===== src/rtl/mmsa_out_serializer.sv =====
// mmsa_out_serializer
//   Output stage of the MMSA core. Result words arrive over a valid/ready
//   handshake into a small FIFO. Each word is sent on a single serial line
//   as a self-describing frame: a LEN_W-bit header holding the bit length
//   L of the value, then the L significant value bits, both MSB-first.
//
// Ports
//   clk        rising-edge clock
//   rst_n      asynchronous active-low reset
//   res_valid  upstream word valid
//   res_data   upstream word (unsigned, DATA_W bits)
//   res_ready  FIFO not full (depends only on the stored count)
//   out_valid  registered, high on every cycle carrying a frame bit
//   out_value  registered serial bit, 0 whenever out_valid is 0
//   busy       FIFO non-empty or a frame in flight
module mmsa_out_serializer #(
    parameter int DATA_W = 40,
    parameter int LEN_W  = 6,
    parameter int DEPTH  = 4
) (
    input  logic              clk,
    input  logic              rst_n,
    input  logic              res_valid,
    input  logic [DATA_W-1:0] res_data,
    output logic              res_ready,
    output logic              out_valid,
    output logic              out_value,
    output logic              busy
);

    localparam int PTR_W = $clog2(DEPTH);
    localparam int CNT_W = PTR_W + 1;

    typedef enum logic [1:0] {IDLE, HDR, VAL} state_t;

    // FIFO storage and bookkeeping
    logic [DATA_W-1:0] mem [DEPTH];
    logic [PTR_W-1:0]  wr_ptr, rd_ptr;
    logic [CNT_W-1:0]  count;
    logic              full, empty, push, pop;

    // Serializer state
    state_t            state;
    logic [LEN_W-1:0]  bit_cnt;
    logic [LEN_W-1:0]  len_reg;
    logic [LEN_W-1:0]  hdr_sh;
    logic [DATA_W-1:0] val_sh;

    // Head-of-FIFO decode
    logic [DATA_W-1:0] head;
    logic [LEN_W-1:0]  head_len;
    logic [LEN_W-1:0]  head_shamt;
    logic [DATA_W-1:0] head_aligned;

    assign full      = (count == CNT_W'(DEPTH));
    assign empty     = (count == '0);
    assign res_ready = !full;
    assign push      = res_valid && !full;
    // A pop happens from IDLE, or on the last value bit so frames abut.
    assign pop       = !empty && ((state == IDLE) || (state == VAL && bit_cnt == '0));
    assign busy      = !empty || (state != IDLE);

    assign head = mem[rd_ptr];

    // Leading-one detect; a zero word still sends one bit.
    always_comb begin
        head_len = LEN_W'(1);
        for (int i = 0; i < DATA_W; i++) begin
            if (head[i]) head_len = LEN_W'(i + 1);
        end
    end

    // Left-justify the value so the shifter MSB is bit L-1 at frame start.
    assign head_shamt   = LEN_W'(DATA_W) - head_len;
    assign head_aligned = head << head_shamt;

    always_ff @(posedge clk) begin
        if (push) mem[wr_ptr] <= res_data;
    end

    always_ff @(posedge clk or negedge rst_n) begin
        if (!rst_n) begin
            wr_ptr <= '0;
            rd_ptr <= '0;
            count  <= '0;
        end else begin
            if (push) wr_ptr <= wr_ptr + 1'b1;
            if (pop)  rd_ptr <= rd_ptr + 1'b1;
            case ({push, pop})
                2'b10:   count <= count + 1'b1;
                2'b01:   count <= count - 1'b1;
                default: count <= count;
            endcase
        end
    end

    // Output bits are registered: the bit shown while in a state is the one
    // loaded on the transition into that cycle, so bit_cnt indexes the bit
    // currently on the line.
    always_ff @(posedge clk or negedge rst_n) begin
        if (!rst_n) begin
            state     <= IDLE;
            bit_cnt   <= '0;
            len_reg   <= '0;
            hdr_sh    <= '0;
            val_sh    <= '0;
            out_valid <= 1'b0;
            out_value <= 1'b0;
        end else begin
            case (state)
                IDLE, VAL: begin
                    if (state == VAL && bit_cnt != '0) begin
                        bit_cnt   <= bit_cnt - 1'b1;
                        out_value <= val_sh[DATA_W-1];
                        val_sh    <= val_sh << 1;
                    end else if (pop) begin
                        state     <= HDR;
                        bit_cnt   <= LEN_W'(LEN_W - 1);
                        len_reg   <= head_len;
                        hdr_sh    <= head_len << 1;
                        val_sh    <= head_aligned;
                        out_valid <= 1'b1;
                        out_value <= head_len[LEN_W-1];
                    end else begin
                        state     <= IDLE;
                        out_valid <= 1'b0;
                        out_value <= 1'b0;
                    end
                end
                HDR: begin
                    if (bit_cnt == '0) begin
                        state     <= VAL;
                        bit_cnt   <= len_reg - 1'b1;
                        out_value <= val_sh[DATA_W-1];
                        val_sh    <= val_sh << 1;
                    end else begin
                        bit_cnt   <= bit_cnt - 1'b1;
                        out_value <= hdr_sh[LEN_W-1];
                        hdr_sh    <= hdr_sh << 1;
                    end
                end
                default: begin
                    state     <= IDLE;
                    out_valid <= 1'b0;
                    out_value <= 1'b0;
                end
            endcase
        end
    end

endmodule


===== config.mk =====
export PLATFORM = sky130hd
export DESIGN_NAME = mmsa_out_serializer
export DESIGN_NICKNAME = d
export VERILOG_FILES = /design/src/rtl/mmsa_out_serializer.sv
export SDC_FILE = /design/constraint.sdc
export NUM_CORES = 1
export LEC_CHECK = 0
export ABC_AREA = 1
export CORE_ASPECT_RATIO = 0.75
export CORE_UTILIZATION = 40
export CTS_CLUSTER_SIZE = 40
export DETAILED_ROUTE_END_ITERATION = 8
export SLEW_MARGIN = 20
export SYNTH_ARGS = -nofsm -noshare
export SYNTH_HDL_FRONTEND = slang
export SYNTH_SLANG_ARGS = --single-unit

===== constraint.sdc =====
create_clock -name clk -period 4.1 [get_ports clk]
set_input_delay 0.41 -clock clk [delete_from_list [all_inputs] [get_ports clk]]
set_output_delay 0.41 -clock clk [all_outputs]
set_load 0.02 [all_outputs]

== Yosys cells after proc, flatten, opt, wreduce, memory -nomap -nowiden ==
Memory sizes are Yosys's and may differ from the RTL's.
Cells that the tools add are included.

* Register bits after elaboration: 69
* Bits in writable memories: 160
* Output and inout bits: 4
* Logic and storage cells: 118
* Memories kept: 1

* Add/subtract/negate cells: 7
* Equality and inequality tests: 10
* Shift operators: 1
* Muxes and demuxes: 65
* Bitwise gates (word level): 2
* Reduce and logical (&&, ||, !) cells: 22

{| class="wikitable"
|+ Memory list
! memory !! depth !! width !! rd ports !! clocked after Yosys merged registers in !! write ports !! RTL line !! RTL
|-
| mem || 4 || 40 || 1 || 0 || 1 || 37 || <nowiki>logic [DATA_W-1:0] mem [DEPTH];</nowiki>
|}

{| class="wikitable"
|+ Operators by type and width
! operator !! number
|-
| 2-to-1 mux 6 bit || 38
|-
| 2-to-1 mux 40 bit || 3
|-
| one-hot mux 40 bit (2 select lines) || 1
|-
| << shifter 40 x 6 -> 40 bit || 1
|-
| one-hot mux 6 bit (2 select lines) || 2
|-
| 2-to-1 mux 3 bit || 4
|-
| subtractor 6 x 1 -> 6 bit, second input constant || 2
|-
| 2-to-1 mux 1 bit || 8
|-
| 2-to-1 mux 2 bit || 4
|-
| inequality test 2 bit, second input constant || 4
|-
| zero test 6 bit || 1
|-
| one-hot mux 3 bit (2 select lines) || 1
|-
| AND reduction 2 bit || 3
|-
| AND reduction 3 bit || 2
|-
| nonzero test 2 bit || 3
|-
| nonzero test 6 bit || 1
|-
| subtractor 6 bit, first input constant || 1
|-
| adder 2 x 1 -> 2 bit, second input constant || 2
|-
| == test 2 x 1 -> 1 bit, second input constant || 2
|-
| == test 2 bit, second input constant || 2
|-
| logical AND 1 bit || 4
|-
| 2-to-1 mux 4 bit || 1
|-
| one-hot mux 1 bit (2 select lines) || 2
|-
| one-hot mux 2 bit (2 select lines) || 1
|-
| other kinds (11) || 14
|}

== Logic depth before layout (Yosys ltp) ==
An unclocked memory read counts as a cell.

* Word-level depth: 45
* Mapped depth: 56
* Depth with buffers taken out: 54

== Worst setup path after synthesis ==
No wires, ideal clock.

* Kind: reg-to-reg
* Start: reg rd_ptr[0]
* End: reg val_sh[36]
* Setup time: 0.116 ns
* Data arrival time: 4.089 ns
* Data required time: 3.984 ns
* Slack: -0.105 ns
* Cell stages (with the launch flop): 43
* Path buffers: 6
* Cells stage by stage: dfrtp_1 > inv_2 > buf_4 > buf_2 > buf_6 > buf_4 > nand2_1 > a32oi_1 > inv_1 > nand2_1 > nand2_1 > nand2_1 > nand2_1 > nand2_1 > nand2_1 > nand2_1 > nand2_1 > nand2_1 > [7 not listed] > nand2_1 > nand2_1 > nand2_2 > nand2_4 > nand2_4 > inv_2 > ha_1 > or2_2 > nand2_1 > buf_2 > buf_1 > nand3_1 > nand3_1 > nand2_1 > nand2_1 > nand4_1 > nand2_1 > nand2_1

* Cells in the longest elaborated chain, start to end: 45

{| class="wikitable"
|+ Ends and longest elaborated chain
! element !! RTL line !! RTL
|-
| from (decl) || 38 || <nowiki>logic [PTR_W-1:0] wr_ptr, rd_ptr;</nowiki>
|-
| from (signal assigned) || 88 || <nowiki>if (pop) rd_ptr <= rd_ptr + 1'b1;</nowiki>
|-
| memory (4 x 40 bit) * || - ||
|-
| 2-to-1 mux 2 bit (2 in a row) || 69 || <nowiki>if (head[i]) head_len = LEN_W'(i + 1);</nowiki>
|-
| 2-to-1 mux 3 bit (4 in a row) || 69 ||
|-
| 2-to-1 mux 4 bit || 69 ||
|-
| 2-to-1 mux 6 bit (32 in a row) || 69 ||
|-
| subtractor 6 bit || 74 || <nowiki>assign head_shamt = LEN_W'(DATA_W) - head_len;</nowiki>
|-
| << shifter 40 x 6 -> 40 bit * || 75 || <nowiki>assign head_aligned = head << head_shamt;</nowiki>
|-
| 2-to-1 mux 40 bit * || 116 || <nowiki>end else if (pop) begin</nowiki>
|-
| 2-to-1 mux 40 bit * || 112 || <nowiki>if (state == VAL && bit_cnt != '0) begin</nowiki>
|-
| one-hot mux 40 bit (2 select lines) * || 110 || <nowiki>case (state)</nowiki>
|-
| to (signal assigned) || 115 || <nowiki>val_sh <= val_sh << 1;</nowiki>
|-
| to (signal assigned) || 121 || <nowiki>val_sh <= head_aligned;</nowiki>
|-
| to (signal assigned) || 135 || <nowiki>val_sh <= val_sh << 1;</nowiki>
|-
| to (decl) || 47 || <nowiki>logic [DATA_W-1:0] val_sh;</nowiki>
|}

Every way passes the cells marked *; elsewhere a longest branch is shown, timed or not. The select of a mux whose other input is x is not followed.
A chain may end at the register's enable or synchronous reset.

== Worst setup path in the final report ==
* Start: reg rd_ptr[0]
* End: reg val_sh[9]

Same word-level chain as after synthesis.

==> key figures <==
GRT
  – Number of global-route vias before repair: 10150
  – Gr usage total: 20.94%
  – Number of antenna violations at the first check in global routing: 0
  – Grt total ovfl: 0
  – Largest net degree at the start of global routing: 51
  – First-pass GRT wire length: 52540 um

CTS
  – Root Driver: clkbuf_16
  – Clock Path Buffers: 3
  – CTS Buf Count: 23
  – Insertion delay to the later sink of the worst-skew pair: 530 ps
  – Max H-tree Level: 1
  – Clock transition at path regs: 60 ps
  – CTS Sinks: 228
  – TritonCTS clock tree: built

STA
  – Final Max Slew Viols: 0
  – Slack of the critical path: -311.2 ps
  – Layout Skew: 15.84 ps
  – Hold Fails Final Rpt: 0
  – Fmax: 226.7 MHz
  – Fin Setup TNS: -8309 ps
  – RSZ-0062 raised after global routing: yes
  – Max_slew headroom: 53.92%
  – Setup violations, final: 40
  – WHS: 456.1 ps
  – Worst-margin pin slew: 691.2 ps
  – Fin crit share: 107.6%
  – Fin crit period: 4411 ps

Detailed routing
  – Avg Vias per Cell: 5.296
  – DRT iter0 DRCs: 957
  – Post-Route WL: 32280 um
  – Routed Antenna Nets: 0
  – Drc violations: 0
  – Via count: 10550
  – Pre-antenna DRT Iters: 5
  – Wirelength per Cell: 16.20 um

Finish
  – Largest register FFs: 160
  – Commonest non-fill, non-tap cell in the layout: nand2_1
  – Diode count: 0
  – Top Registers: mem: 160 flops, val_sh: 40 flops
  – Area Growth Syn to Fin: 24.90%
  – # fillers: 2851
  – Post-Route Utilization: 50.68%
  – Fraction of layout cells with a size suffix above 1: 18.57%
  – Final std cells w/o fill: 1993
  – Largest register by flop count: mem
  – Post-layout nets: 1631
  – Most frequent cells in the layout: nand2_1, nand3_1, edfxtp_1

Floorplanning
  – Row Count: 55
  – Die X: 203.9 um
  – Core area: 30140 um2
  – Chip height: 153.4 um
  – IO Pins: 47
  – Full die area: 31280 um2
  – Initial Utilization: 40.57%

Worst setup path
  – Critical path startpoint: rd_ptr[0]
  – Reg-to-reg endpoint: val_sh[9]
  – FF-to-FF setup slack: -310 ps
  – Crit Path Max Fanout: 22
  – Slowest cell on crit path: dfrtp_2
  – Crit path DAT: 4850 ps
  – CP startpoint kind: flip-flop
  – Crit path to: val_sh[9]
  – CP required: 4540 ps
  – Worst flop-to-flop path startpoint: rd_ptr[0]
  – CP peak stage delay: 440 ps
  – Worst Setup Path Type: flip-flop to flip-flop
  – Reg2Reg Depth: 29
  – CP dominant cell by count: nor2_1
  – Setup crit end kind: flip-flop

Status
  – Failing checks: negative setup slack
  – Outcome: finished with violations

Placed design
  – Placer Congestion: 0.9934
  – Dpl hpwl: 22080 um
  – Number of buffers added on ports: 46
  – Placed cell count: 1938

Logic synthesis
  – Yosys warns: 0
  – Post-Syn Instances: 1425
  – Primary FF master, synth: edfxtp_1
  – EDFF count, synth: 160
  – Seq/Total Area, Yosys: 53.20%
  – Async SR Flop Fraction: 29.82%
  – Syn nets: 1477
  – Post-synthesis register bit count: 228
  – Distinct cell type count after synthesis: 48
  – Mean Syn Cell Area: 8.582 um2
  – Post-synthesis cell area: 12230 um2

Worst hold path
  – Hold/Removal Path Class: primary input to async pin

Run
  – Number of max-cap violations: 0
## worst max-delay path: cells and delay by family (launching register included)
family / cells / cell delay (ps)
compound gates: 10 / 1300
fa+ha+maj: 1 / 170
buf+inv: 7 / 920
flops: 1 / 440
simple gates: 11 / 1480
## layer usage
metal	routed length, um	global-route usage [%]	vias to the layer above
met5	0	0	-
met4	691	4.977	0
li1	-	-	5194
met1	15840	31.70	5028
met3	2046	3.603	53
met2	13700	30.84	279
## stage by stage
step	setup slack (ps)	instance area (um2)
detailed placement	-371.0	13970
global placement	-399.1	13970
global route	-647.4	15270
CTS	-202.5	15090
finish	-311.2	15270
floorplan	-1.825	12240
## worst min path at each step
stage | to | slack (ps) | from | cells after the start
final | count[0] | 460 | rst_n | 2
after global routing | len_reg[3] | 520 | rst_n | 2
after global placement | val_sh[32] | 470 | val_sh[32] | 2
after CTS | val_sh[37] | 480 | rst_n | 2
after floorplan | bit_cnt[0] | 110 | rst_n | 0
after detailed placement | val_sh[36] | 470 | val_sh[36] | 2
## layout make-up
cell class / count / area [um2] / area share (%)
clock buffer: 27 / 590.6 / 3.866
clock inverter: 13 / 143.9 / 0.9420
inverter: 104 / 410.4 / 2.687
multi-input combinational: 1014 / 5205 / 34.08
sequential: 228 / 6507 / 42.60
tap: 399 / 499.2 / 3.268
timing repair buffer: 208 / 1918 / 12.56
## what timing repair did
action	in CTS	in global routing
pin swaps	4	6
setup buffers	5	4
hold buffers	1	0
setup endpoints to repair	40	40
gates cloned	3	2
hold endpoints to repair	30	0
resized for setup	61	28
## synth_stat cells (all sizes together), types with 2 or more instances
library cell	instances	area [um2]
edfxtp	160	4805
a21oi	108	544.3
o21bai	2	15.01
xor2	8	77.58
or2	9	56.31
a32o	2	20.02
clkbuf	31	116.4
a31oi	7	43.79
nand3	248	1246
a32oi	34	312.8
inv	102	382.9
o22a	2	17.52
nor2	80	307.8
o211ai	5	37.54
dfrtp	68	1702
ha	8	100.1
o21ai	44	231.5
xnor2	3	26.28
nand2	428	1634
nor3	10	60.06
nand4	5	31.28
a22oi	3	22.52
clkinv	2	7.510
buf	48	357.8
## kinds of logic after synthesis
logic type      after synthesis  share of synthesized area, %
simple gates                781                         27.33
compound gates              213                         10.57
buf+inv                     183                         7.070
fa+ha+maj                     9                        0.9822
flops                       228                         53.20
xor+xnor                     11                        0.8493
Power is left out: the tool's default activity adds up to more than one toggle a clock period on the data nets, which glitch-free logic cannot reach.
